<file path="src/rtl/data_mem_responder_pkg.sv">
// Shared types and constants for the data memory responder and the ALU side.
package data_mem_responder_pkg;

  localparam int DEFAULT_DATA_W = 4;
  localparam int DEFAULT_ADDR_W = 4;
  localparam int CNT_W          = 4;

  typedef enum logic [1:0] {
    IDLE   = 2'd0,
    ACCESS = 2'd1,
    HOLD   = 2'd2
  } mem_state_t;

  typedef enum logic {
    OP_READ  = 1'b0,
    OP_WRITE = 1'b1
  } mem_op_t;

endpackage

</file>
<file path="src/rtl/data_mem_array.sv">
// Word array with one write port, one registered read port and async clear.
module data_mem_array
  import data_mem_responder_pkg::*;
#(
  parameter int DATA_W = DEFAULT_DATA_W,
  parameter int ADDR_W = DEFAULT_ADDR_W
) (
  input  logic              clk,
  input  logic              rst_n,
  input  logic              we,
  input  logic [ADDR_W-1:0] waddr,
  input  logic [DATA_W-1:0] wdata,
  input  logic              re,
  input  logic [ADDR_W-1:0] raddr,
  output logic [DATA_W-1:0] rdata
);

  localparam int DEPTH = 1 << ADDR_W;

  logic [DATA_W-1:0] words [DEPTH];

  always_ff @(posedge clk or negedge rst_n) begin
    if (!rst_n) begin
      for (int i = 0; i < DEPTH; i++) words[i] <= '0;
    end else if (we) begin
      words[waddr] <= wdata;
    end
  end

  // rdata only moves on a read, so it keeps the last completed load.
  always_ff @(posedge clk or negedge rst_n) begin
    if (!rst_n) rdata <= '0;
    else if (re) rdata <= words[raddr];
  end

endmodule

</file>
<file path="src/rtl/data_mem_responder.sv">
// Turns the ALU's held load/store levels into single, fixed-latency
// transactions on the internal array.
module data_mem_responder
  import data_mem_responder_pkg::*;
#(
  parameter int DATA_W      = DEFAULT_DATA_W,
  parameter int ADDR_W      = DEFAULT_ADDR_W,
  parameter int WAIT_CYCLES = 1
) (
  input  logic              clk,
  input  logic              rst_n,
  input  logic              mem_read,
  input  logic              mem_write,
  input  logic [ADDR_W-1:0] mem_addr,
  input  logic [DATA_W-1:0] memory_out,
  output logic [DATA_W-1:0] memory_in,
  output logic              mem_ack,
  output logic              mem_busy,
  output logic              mem_err
);

  localparam logic [CNT_W-1:0] CNT_LOAD = CNT_W'(WAIT_CYCLES - 1);

  mem_state_t        state, state_next;
  logic [CNT_W-1:0]  cnt, cnt_next;
  mem_op_t           op_q;
  logic [ADDR_W-1:0] addr_q;
  logic [DATA_W-1:0] wdata_q;
  logic              accept, illegal, commit;
  logic              arr_we, arr_re;

  always_ff @(posedge clk or negedge rst_n) begin
    if (!rst_n) begin
      state <= IDLE;
      cnt   <= '0;
    end else begin
      state <= state_next;
      cnt   <= cnt_next;
    end
  end

  always_comb begin
    state_next = state;
    cnt_next   = cnt;
    accept     = 1'b0;
    illegal    = 1'b0;
    commit     = 1'b0;
    case (state)
      IDLE: begin
        if (mem_read && mem_write) begin
          illegal    = 1'b1;
          state_next = HOLD;
        end else if (mem_read || mem_write) begin
          accept     = 1'b1;
          cnt_next   = CNT_LOAD;
          state_next = ACCESS;
        end
      end
      ACCESS: begin
        if (cnt == '0) begin
          commit     = 1'b1;
          state_next = HOLD;
        end else begin
          cnt_next = cnt - CNT_W'(1);
        end
      end
      // Waiting for the ALU to drop its level so it cannot re-execute.
      HOLD: begin
        if (!mem_read && !mem_write) state_next = IDLE;
      end
      default: state_next = IDLE;
    endcase
  end

  always_ff @(posedge clk or negedge rst_n) begin
    if (!rst_n) begin
      op_q    <= OP_READ;
      addr_q  <= '0;
      wdata_q <= '0;
    end else if (accept) begin
      op_q    <= mem_write ? OP_WRITE : OP_READ;
      addr_q  <= mem_addr;
      wdata_q <= memory_out;
    end
  end

  always_ff @(posedge clk or negedge rst_n) begin
    if (!rst_n) begin
      mem_ack  <= 1'b0;
      mem_err  <= 1'b0;
      mem_busy <= 1'b0;
    end else begin
      mem_ack  <= commit;
      mem_err  <= illegal;
      mem_busy <= (state_next != IDLE);
    end
  end

  assign arr_we = commit && (op_q == OP_WRITE);
  assign arr_re = commit && (op_q == OP_READ);

  data_mem_array #(
    .DATA_W (DATA_W),
    .ADDR_W (ADDR_W)
  ) u_array (
    .clk   (clk),
    .rst_n (rst_n),
    .we    (arr_we),
    .waddr (addr_q),
    .wdata (wdata_q),
    .re    (arr_re),
    .raddr (addr_q),
    .rdata (memory_in)
  );

endmodule
</file>
<file path="config.mk">
export PLATFORM = sky130hd
export DESIGN_NAME = data_mem_responder
export DESIGN_NICKNAME = d
export VERILOG_FILES = /design/src/rtl/data_mem_responder_pkg.sv /design/src/rtl/data_mem_array.sv /design/src/rtl/data_mem_responder.sv
export SDC_FILE = /design/constraint.sdc
export NUM_CORES = 1
export LEC_CHECK = 0
export ABC_AREA = 1
export BUFFER_PORTS_ARGS = -buffer_cell sky130_fd_sc_hd__buf_4
export CORE_MARGIN = 2
export CORE_UTILIZATION = 55
export CTS_CLUSTER_DIAMETER = 50
export DETAILED_ROUTE_END_ITERATION = 7
export GPL_TIMING_DRIVEN = 0
export HOLD_SLACK_MARGIN = 0.15
export PLACE_DENSITY = 0.75
export SLEW_MARGIN = 20
export SYNTH_ARGS = -nofsm -noshare
export SYNTH_HDL_FRONTEND = slang
export SYNTH_HIERARCHICAL = 1
export SYNTH_SLANG_ARGS = --single-unit
export TNS_END_PERCENT = 10
</file>
<file path="constraint.sdc">
create_clock -name clk -period 1.9 [get_ports clk]
set_input_delay 0.095 -clock clk [delete_from_list [all_inputs] [get_ports clk]]
set_output_delay 0.095 -clock clk [all_outputs]
set_load 0.005 [all_outputs]
</file>
# Word-level counts from Yosys, hierarchy flattened
# Cells that the tools add are included.
dict set report op_classes {
  add_sub_neg 1
  n_eq_ne 5
  magnitude_cmp 2
  bitwise_logic 2
  muxes 23
  reduce_logical 13
}
# cell n
set op_table {}
lappend op_table {{64-bit bitwise mux} 1}
lappend op_table {{4-bit two-way mux} 6}
lappend op_table {{4-bit binary-select mux with 4-bit select} 1}
lappend op_table {{4-bit demux with 4-bit select} 1}
lappend op_table {{1-bit two-way mux} 8}
lappend op_table {{2-bit two-way mux} 4}
lappend op_table {{4-bit one-hot mux with 2 select lines} 1}
lappend op_table {{2-bit != test (second input constant)} 3}
lappend op_table {{2-bit one-hot mux with 3 select lines} 1}
lappend op_table {{5-bit >= comparator (second input constant)} 1}
lappend op_table {{1-bit logical AND} 5}
lappend op_table {{5-bit by 1-bit less-than comparator with 1-bit output (second input constant)} 1}
lappend op_table {{4-bit inverter with 5-bit output} 1}
lappend op_table {{4-bit logical NOT} 1}
lappend op_table {{4-bit AND reduction} 1}
lappend op_table {{2-bit nonzero test} 2}
lappend op_table {{4-bit by 1-bit subtractor with 4-bit output (second input constant)} 1}
lappend op_table {{2-bit by 1-bit == test with 1-bit output (second input constant)} 1}
lappend op_table {{2-bit == test (second input constant)} 1}
lappend op_table {{1-bit logical NOT} 2}
lappend op_table {{2-bit logical NOT} 1}
lappend op_table {{1-bit logical OR} 1}
lappend op_table {{1-bit inverter} 1}
dict set report totals {
  wordCells 71
  out_inout_bits 7
  inputBits 12
  reg_bits 86
}

# Logic depth before layout (Yosys ltp)
dict set report depth {
  ltp_word 6
  mapped_depth 11
  ltp_nobuf 10
}

# Hierarchy
# Netlist, hierarchy kept.
# module seq_area_each_um2 area_each_um2 n_inst cells_each
set by_module_without_submodules {}
lappend by_module_without_submodules {data_mem_array 1701.6 3173.0 1 395}
lappend by_module_without_submodules {data_mem_responder 450.4 892.1 1 97}

# Worst setup path after synthesis
# OpenSTA, ideal clock, no wires.
dict set report synth_path {
  path_kind {register -> register}
  from {register cnt[0]}
  to {register u_array/words[36] in the netlist's numbering}
  stages_incl_launch_ff 11
  slack_ns -0.074
  period_less_slack_ns 1.974
  required_time_ns 1.823
  setup_time_ns 0.077
  arrival_ns 1.896
  path_buffers 0
  cell_sequence {dfrtp_1 > inv_1 > ha_1 > nand3_4 > nor2_1 > inv_2 > nor3_4 > inv_2 > nor3_4 > nor2_1 > a21oi_1}
}
dict set report synth_via {
  elab_chain_cells 4
}
# element line
set synth_rtl {}
lappend synth_rtl {{from (decl)} data_mem_responder.sv:25} ;# logic [CNT_W-1:0] cnt, cnt_next;
lappend synth_rtl {{from (signal assigned)} data_mem_responder.sv:38} ;# cnt <= cnt_next;
lappend synth_rtl {{4-bit logical NOT} data_mem_responder.sv:60} ;# if (cnt == '0) begin
lappend synth_rtl {{1-bit two-way mux} data_mem_responder.sv:60}
lappend synth_rtl {{1-bit two-way mux} data_mem_responder.sv:48} ;# case (state)
lappend synth_rtl {{1-bit logical AND} data_mem_responder.sv:99} ;# assign arr_we = commit && (op_q == OP_WRITE);
lappend synth_rtl {{via arr_we} data_mem_responder.sv:30} ;# logic arr_we, arr_re;
lappend synth_rtl {{to (signal, indexed assignment)} data_mem_array.sv:26} ;# words[waddr] <= wdata;
lappend synth_rtl {{to (decl)} data_mem_array.sv:20} ;# logic [DATA_W-1:0] words [DEPTH];
# The timed path passes the listed nets, and every way through them passes these cells.
# A chain may end at the register's enable or synchronous reset.

# Worst setup path in the final report
dict set report layout_path {
  from {register cnt[1]}
  to {register u_array/words[32] in the netlist's numbering}
}
# Same word-level chain as after synthesis.

==> results by group <==
Worst setup path
  • Crit-path max FO: 8
  • Worst path buffer plus inverter count: 4
  • Critical-path cell list: inv_2, ha_4, nand3_4, nor2_4, clkinv_4, nor3_4, inv_2, buf_6, nor2_4, nor2_2, a21oi_2
  • Slowest stage cell, crit path: dfrtp_1
  • Largest stage delay, worst path: 0.40 ns
  • Data required, critical path: around 2.2 ns
  • Worst EP arrival: 2.18 ns
  • Worst setup EP type: flip-flop
  • Setup CP Type: flip-flop to flip-flop
  • Crit path max-delay family: simple AND/OR/NAND/NOR gates
  • Worst Setup Start Kind: flip-flop

GRT
  • Largest net degree at the start of global routing: 87
  • Antenna violations before repair: 0
  • First-pass GRT wire length: approximately 16 mm
  • Vias in the first global route: about 3300
  • GRT overflow: 0
  • Tot GR Track Use: 0.254

Drt
  • DR vias: 3447
  • WL final: 9.63 mm
  • Avg WL per Cell: ~15 µm
  • Drt first pass iters: 6
  • Initial DRC count: ~250
  • DRT antenna net count: 0
  • Final routed DRC violation total: 0
  • Vias per std cell: 5.34

Place
  • Hpwl dp: 6.55 mm
  • GPL Wtd Cong: 0.946
  • Pre-CTS WS: -0.274 ns
  • Placed Area: 0.00433 mm²
  • Port bufs: 18

Clocking
  • CTS tree: done
  • Clk root buf: clkbuf_8
  • Clk_lat worst skew: 0.36 ns
  • Sink Count: between 80 and 90
  • TritonCTS buffer count: 9
  • Maximum clock path buffer count: 2
  • Clk slew on worst S/H paths: 0.09 ns
  • H-Tree Depth: 3

Layout
  • Final instance area: 0.00479 mm²
  • Footprint of the multi-input gates: 0.00177 mm²
  • Most frequent cells in the layout: 176 x nand2_1, 84 x dfrtp_1, 62 x nand3_1
  • N_diodes: 0
  • Area growth syn-to-layout: 17.9%
  • Commonest non-fill, non-tap cell in the layout: nand2_1
  • # fillers: ~600
  • Register area: 0.00215 mm²
  • Util after Layout: 0.664
  • Layout cells sized above 1: 0.150
  • Nets: 558

Yosys
  • Cell Area, Synth: 0.00407 mm²
  • Simple-gate portion of the synthesized area: 0.329
  • Cells after Synth: 492
  • Synth Area in Adders: 0.0154
  • Synth Register Bits: 86
  • Synth Area per Inst: between 8 and 9 µm²
  • Synth Area in Compound Gates: 0.0825
  • Register area share after synthesis: 0.529
  • Syn_nets: roughly 510
  • Syn. warnings: 6
  • Ranking of synthesized cells by area: dfrtp_1 53%, nand2_1 16%, nand3_1 7.6%
  • Post-synthesis xor/xnor area fraction: 0
  • Largest family of logic cells by synthesized area: simple AND/OR/NAND/NOR gates
  • Synth unique cells: 26
  • Multiplexer share of the synthesized area: 0
  • Top cell type's share of synthesized area: 0.529
  • Yosys top cell by area: dfrtp_1

STA
  • Clock Skew: 0.0130 ns
  • RSZ-0062 raised after global routing: true
  • Final Max Tran Viols: 0
  • Fin worst setup slack: 0.00473 ns
  • Slew HR: 0.478
  • Final hold vios: 0
  • F_max: 0.528 GHz
  • Measured slew at the worst slew-check pin: between 0.7 and 0.8 ns
  • Crit share post-route: 0.998
  • Final setup fails: 0
  • Tmin final: ~1.9 ns

Die
  • Initial Util: 0.563
  • Die Span Y: 90.0 µm
  • I/O Pins: 19
  • Core Box Area: between 0.007 and 0.008 mm²
  • Die area: 0.00809 mm²
  • Die width: about 90 µm
  • Row count: 31

Run
  • Max_cap viols: 0

Pwr
  • PwrDens: 1470 mW/mm²
  • Worst vdd ir: 0.000871 V
  • Pleak: 2.32 nW

Worst hold path
  • Hold WC Path Type: input port to flip-flop

Status
  • Outcome: completed
==> kinds of logic after synthesis <==
group	after synthesis
DFF	86
and+or+nand+nor	291
adders and majority gates	5
AOI/OAI and AO/OA	67
buffers and inverters	43
==> sequential cells by signal, indices dropped and copies added, names as in the netlist <==
register and cells:
cnt 4, mem_busy 1, mem_ack 1, mem_err 1, op_q 1, addr_q 4, u_array/rdata 4, wdata_q 4
u_array/words 64, state 2
==> final timing paths <==
check	start	slack, ns	to	depth (start not counted)
worst max-delay path	cnt[1]	0.005	u_array/words[32]	11
worst min-delay path	mem_read	0.25	mem_err	4
worst max register to register	cnt[1]	0.005	u_array/words[32]	11
worst min register to register	wdata_q[2]	0.47	wdata_q[2]	2
max in group asynchronous	rst_n	0.94	addr_q[0]	2
min in group asynchronous	rst_n	0.35	u_array/words[58]	2
==> worst reg2reg max path, cell delays in order (launching register included) <==
cell and delay (ns):
dfrtp_1 0.40, inv_2 0.10, ha_4 0.16, nand3_4 0.09, nor2_4 0.15, clkinv_4 0.11
nor3_4 0.15, inv_2 0.09, buf_6 0.12, nor2_4 0.23, nor2_2 0.09, a21oi_2 0.13
==> layer usage <==
layer	routed length, µm	vias up	global-route usage	part of all wire
li1	-	1692	-	-
met1	4340	1617	0.336	0.45
met2	4580	105	0.411	0.48
met3	358	33	0.0386	0.037
met4	358	0	0.128	0.037
met5	0	-	0	0
==> final cells by class <==
type,instances,share of cell area
sequential,86,0.449
multi-input combinational,363,0.369
timing repair buffer,38,0.0663
clock buffer,10,0.0266
tap,99,0.0258
clock inverter,6,0.0230
inverter,26,0.0214
buffer,17,0.0185
==> report_power, final <==
group	internal [mW]	leakage, nW	switching (mW)	total [mW]
Clock	0.871	0.112	0.645	1.52
Combinational	0.952	1.05	1.80	2.75
Sequential	2.36	1.16	0.400	2.76
Total	4.18	2.32	2.85	7.03
==> synth_stat cells <==
cell        n
inv_2       2
buf_1       1
a21oi_1    25
nand2_8     1
nand2_2     2
nor3_2      1
dfrtp_1    86
nor2_2      1
buf_6       1
nand4_1     1
buf_2       6
inv_1      24
nand2_1   176
or2_1       1
o21ai_1     3
nor3_1      1
ha_1        5
nand3b_1    2
nor2_4      4
nor3_4      4
o21ai_0    39
nor2_1     32
nand3_1    62
nand3_4     2
nor4_4      1
clkbuf_1    9
==> timing repair <==
item	in CTS	in global routing
hold endpoints to repair	95	0
buffers inserted	4	6
pin swaps	3	7
endpoints found under the setup margin	48	26
hold buffers	10	0
resized for setup	9	11
==> through the flow <==
step | power (mW) | hold WS, ns | setup TNS (ns) | instances
3_3_place_gp | 5.25 | 0.327 | -3.86 | 609
3_5_place_dp | 5.33 | 0.342 | -6.41 | 609
4_1_cts | 6.94 | 0.241 | 0 | 639
2_1_floorplan | 4.49 | -0.201 | 0 | 492
5_1_grt | 7.52 | 0.267 | -1.29 | 645
6_report | 7.03 | 0.249 | 0 | 645
No activity file was read; power rests on OpenSTA's default activity.
